[src/rtl/agc_gain_ctrl.sv]
// agc_gain_ctrl: peak-tracking gain controller with fast attack, hold and slow release, plus clip counting
module agc_gain_ctrl #(
  parameter int FRAC_BITS = 16,
  parameter logic [31:0] GAIN_INIT = 32'h0001_0000,
  parameter logic [31:0] GAIN_MIN = 32'h0000_1000,
  parameter logic [31:0] GAIN_MAX = 32'h0010_0000,
  parameter int ATTACK_SHIFT = 2,
  parameter logic [31:0] RELEASE_STEP = 32'h0000_0100,
  parameter int HOLD_CNT = 1024
) (
  input  logic clk,
  input  logic rst,
  input  logic in_valid,
  output logic in_ready,
  input  logic [31:0] in_data,
  input  logic [31:0] threshold,
  output logic [31:0] gain,
  output logic gain_valid,
  output logic [1:0] agc_state,
  output logic clip,
  output logic [15:0] clip_count,
  input  logic clip_clr
);
  localparam int HW = $clog2(HOLD_CNT + 1);
  typedef enum logic [1:0] {HOLD = 2'd0, ATTACK = 2'd1, RELEASE = 2'd2} state_t;
  state_t state, next_state;
  logic s1_v, s2_v;
  logic [31:0] s1_mag, att, att_gain, rel_gain, rel_thr, next_gain;
  logic [32:0] rel_sum;
  logic [63:0] prod;
  logic [47:0] level, s2_level;
  logic [HW-1:0] hold, next_hold;
  logic over, under, clip_hit;
  assign in_ready = !rst;
  assign agc_state = state;
  assign prod = {32'd0, s1_mag} * {32'd0, gain};
  assign level = 48'(prod >> FRAC_BITS);
  always_comb begin
    att = gain - (gain >> ATTACK_SHIFT);
    att_gain = att < GAIN_MIN ? GAIN_MIN : att;
    rel_sum = {1'b0, gain} + {1'b0, RELEASE_STEP};
    rel_gain = rel_sum > {1'b0, GAIN_MAX} ? GAIN_MAX : rel_sum[31:0];
    rel_thr = threshold - (threshold >> 3);
    over = s2_level > {16'd0, threshold};
    under = s2_level < {16'd0, rel_thr};
    clip_hit = s2_level > 48'h0000_7FFF_FFFF;
    next_gain = over ? att_gain : (hold != '0 || !under) ? gain : rel_gain;
    next_state = over ? ATTACK : (hold != '0 || !under) ? HOLD : RELEASE;
    next_hold = over ? HW'(HOLD_CNT) : hold != '0 ? hold - HW'(1) : hold;
  end
  always_ff @(posedge clk) begin
    if (rst) begin
      s1_v <= 1'b0;
      s2_v <= 1'b0;
      s1_mag <= '0;
      s2_level <= '0;
      gain <= GAIN_INIT;
      hold <= HW'(HOLD_CNT);
      state <= HOLD;
      gain_valid <= 1'b0;
      clip <= 1'b0;
      clip_count <= '0;
    end else begin
      s1_v <= in_valid;
      if (in_valid) s1_mag <= in_data[31] ? 32'd0 - in_data : in_data;
      s2_v <= s1_v;
      if (s1_v) s2_level <= level;
      gain_valid <= s2_v && next_gain != gain;
      clip <= s2_v && clip_hit;
      if (s2_v) begin
        gain <= next_gain;
        state <= next_state;
        hold <= next_hold;
      end
      clip_count <= clip_clr ? '0 : (s2_v && clip_hit && clip_count != 16'hFFFF) ? clip_count + 16'd1 : clip_count;
    end
  end
endmodule

[config.mk]
export PLATFORM = sky130hd
export DESIGN_NAME = agc_gain_ctrl
export DESIGN_NICKNAME = d
export VERILOG_FILES = /design/src/rtl/agc_gain_ctrl.sv
export SDC_FILE = /design/constraint.sdc
export NUM_CORES = 2
export LEC_CHECK = 0
export ABC_AREA = 1
export CAP_MARGIN = 20
export CORE_MARGIN = 2
export CORE_UTILIZATION = 35
export CTS_BUF_LIST = sky130_fd_sc_hd__clkbuf_4
export DETAILED_ROUTE_END_ITERATION = 12
export DONT_BUFFER_PORTS = 1
export PLACE_DENSITY = 0.58
export SYNTH_ARGS = -nofsm -noshare
export SYNTH_HDL_FRONTEND = slang
export SYNTH_SLANG_ARGS = --single-unit
[constraint.sdc]
create_clock -name clk -period 22.1 [get_ports clk]
set_clock_uncertainty 0.2 [all_clocks]
set_input_delay 1.105 -clock clk [delete_from_list [all_inputs] [get_ports clk]]
set_output_delay 1.105 -clock clk [all_outputs]
set_load 0.05 [all_outputs]
==> key figures <==
STA
  • Worst hold slack: 0.1137 ns
  • Final Hold Fails: 0
  • Unrepaired setup endpoints after global routing: no
  • Tcrit/Tclk final: 39.64%
  • Total negative setup slack: 0 ns
  • Rel. slew slack: 30.60%
  • Final Setup Violations: 0
  • Max Clk Rate: 114.1 MHz
  • Tmin final: 8.761 ns
  • Worst Tran Pin Value: 1.040 ns
  • Pins over their slew limit: 0

Setup path
  • CP max stage cell: dfxtp_1
  • CP endpoint kind: register
  • R2r startpoint: s1_mag[31]$_SDFFE_PP0P_
  • CP peak stage delay: 1.00 ns
  • Flop-to-flop setup slack: 13.34 ns
  • Worst setup SP type: register
  • Arrival time worst endpoint: 9.31 ns
  • Crit path kind: reg -> reg
  • Capturing point of the worst reg2reg path: s2_level[38]$_SDFFE_PP0P_
  • CP most frequent cell: fa_1
  • Worst Path Required: 22.65 ns
  • Worst r2r path cells: 27
  • CP Max Fanout: 20

Detailed routing
  • Routed WL: 160.6 mm
  • Routed len/inst: 18.88 µm
  • Via count: 41859
  • DR iter-0 viols: 3522
  • DRC viols: 0
  • Pre-antenna DRT Iters: 6
  • Final ANT Viol Nets: 0
  • Vias/cell: 4.923

Floorplan
  • Core area: 137500 µm²
  • Starting density of the core: 35.31%
  • Row cnt: 136
  • Die Y-Extent: 376.4 µm
  • Die area: 141700 µm²
  • Die Wd: 376.4 µm
  • I/O pin count: 121

Clock network
  • CTS sink count: 145
  • Clk buf depth: 2
  • Clock Tree Root: clkbuf_4
  • Clk slew on worst S/H paths: 0.18 ns
  • Post-CTS sizing: 0
  • CTS tree: done
  • H-Tree Depth: 4
  • Clock insertion delay at the later pin of the skew report: 0.88 ns
  • Hold-fix buffers, CTS: 1
  • Post CTS Setup Buffer Count: 0
  • CTS Buf Count: 17

Power
  • P_int: 902.3 µW
  • Clock Power Share: 10.1%
  • Reg power frac: 14.4%
  • PD cells: 44.87 nW/µm²
  • Sw Ratio: 60.23%
  • Worst IR Drop VDD: 46.73 µV
  • Leak: 0.03039 µW
  • Gate power share: 75.5%
  • Net Switching: 1366 µW

Logic synthesis
  • Syn Nets: 8253
  • Netlist cell types: 57
  • Top post-synthesis cells by area: fa_1 37%, inv_1 15%, nand2_1 14%
  • Seq/Total Area, Yosys: 5.979%
  • Ys flop type: dfxtp_1
  • Avg Cell Area, Syn: 7.035 µm²
  • FF+latch count, synth: 145
  • Gate Count Post-Synth: 6901
  • Asr flop ratio synth: 0%
  • Warning count from the yosys run: 0
  • Largest area contributor in the netlist: fa_1
  • Mapped Area: 48550 µm²
  • EDFF count, synth: 0
  • Synth top area share: 36.99%

Min path
  • HP Start: rst
  • Hold Crit Class: in -> reg
  • Hold Crit Depth: 1
  • Worst hold path endpoint: agc_state[1]$_SDFFE_PP0P_

Global routing
  • First-pass GRT wire length: 253.0 mm
  • Vias in the first global route: 42763
  • GR Overflow Total: 0
  • Pin count of the biggest net entering global routing: 88
  • Initial antenna violation count: 15
  • Total GRT Usage: 23.24%

Flow run
  • Max cap viols: 0

Final layout
  • Fill cells: 14633
  • FF/Latch Area: 2945 µm²
  • Multi-input logic area: 36960 µm²
  • Commonest non-fill, non-tap cell in the layout: inv_1
  • Most frequent cells in the layout: 1988 x inv_1, 1752 x nand2_1, 897 x fa_1
  • Area Overhead vs Synth: 4.147%
  • Nets: 8042
  • Share of layout cells above drive strength 1: 2.775%
  • Final Cell Area: 50560 µm²
  • Fin util: 36.77%

Status
  • Status: finished clean

Place
  • DP Area: 50190 µm²
  • Gpl congestion: 0.9477
  • I/O Buffers: 0
  • DP HPWL: 128.0 mm
==> worst max-delay path, delay by kind of cell (launching register included) <==
kind,cells,cell delay [ns]
fa+ha+maj,9,4.48
flops,1,1.00
compound gates,4,0.96
buf+inv,8,0.77
simple gates,6,1.22
==> registers in the layout, summed over array words and instances (netlist names) <==
| signal | cells |
|---|---|
| s1_v | 1 |
| hold | 11 |
| s2_level | 48 |
| gain_valid | 1 |
| s2_v | 1 |
| s1_mag | 32 |
| clip | 1 |
| clip_count | 16 |
| gain | 32 |
| agc_state | 2 |
==> how the worst max path moves through the flow <==
stage | slack [ns] | to | cells after the start | from
finish | 13.34 | s2_level[38]$_SDFFE_PP0P_ | 27 | s1_mag[31]$_SDFFE_PP0P_
global route | 12.85 | s2_level[38]$_SDFFE_PP0P_ | 27 | s1_mag[31]$_SDFFE_PP0P_
CTS | 13.34 | s2_level[38]$_SDFFE_PP0P_ | 27 | s1_mag[31]$_SDFFE_PP0P_
detailed placement | 13.39 | s2_level[38]$_SDFFE_PP0P_ | 27 | s1_mag[31]$_SDFFE_PP0P_
global placement | 13.43 | s2_level[38]$_SDFFE_PP0P_ | 27 | s1_mag[31]$_SDFFE_PP0P_
floorplan | 14.35 | s2_level[36]$_SDFFE_PP0P_ | 31 | gain[10]$_SDFFE_PP0P_
==> power groups by stage <==
stage,Sequential [µW],Clock [µW],Combinational (µW)
global placement,331,0,1690
detailed placement,331,0,1690
CTS,326,235,1710
finish,327,228,1710
floorplan,314,0,1120
global route,328,242,1920
==> final cells by class <==
cell class | count | area share (%)
clock inverters | 15 | 0.4182
multi-input cells | 4456 | 73.10
clock buffers | 17 | 0.2524
inverters | 1995 | 14.81
diodes | 6 | 0.02970
flip-flops and latches | 145 | 5.825
well taps | 1794 | 4.439
repair buffers | 75 | 1.119
==> synth_stat cells, types with 41 or more instances <==
master and number:
xor2_1 70, nand2_1 1752, ha_1 387, inv_1 1990, fa_1 897, nor2_1 371, clkbuf_1 225, o21ai_0 188
nand4_1 43, nor3_1 41, a21oi_1 274, nand3_1 178, buf_1 55, dfxtp_1 145
==> stage by stage <==
stage          power, µW  std cells  setup slack (ns)
6_report            2269       8503             13.34
5_1_grt             2487       8502             12.85
4_1_cts             2269       8496             13.34
3_5_place_dp        2020       8463             13.39
3_3_place_gp        2016       8462             13.43
2_1_floorplan       1430       6901             14.35
==> routing by layer <==
layer	up-vias	GRT usage, %	wire length, µm
met5	-	0	77
met4	14	5.102	3338
met3	165	4.203	12860
met2	1391	36.66	71110
met1	20725	33.08	73180
li1	19564	-	-
==> logic make-up (layout without fill, tap and decap cells) <==
logic type / count (synthesis) / after routing / share of synthesized area [%]
compound gates: 610 / 610 / 6.920
xor+xnor: 106 / 106 / 1.912
fa+ha+maj: 1284 / 1284 / 46.96
buf+inv: 2300 / 2102 / 17.89
flops: 145 / 145 / 5.979
other cells: 0 / 6 / 0
simple gates: 2456 / 2456 / 20.34
(Power assumes the default switching activity.)
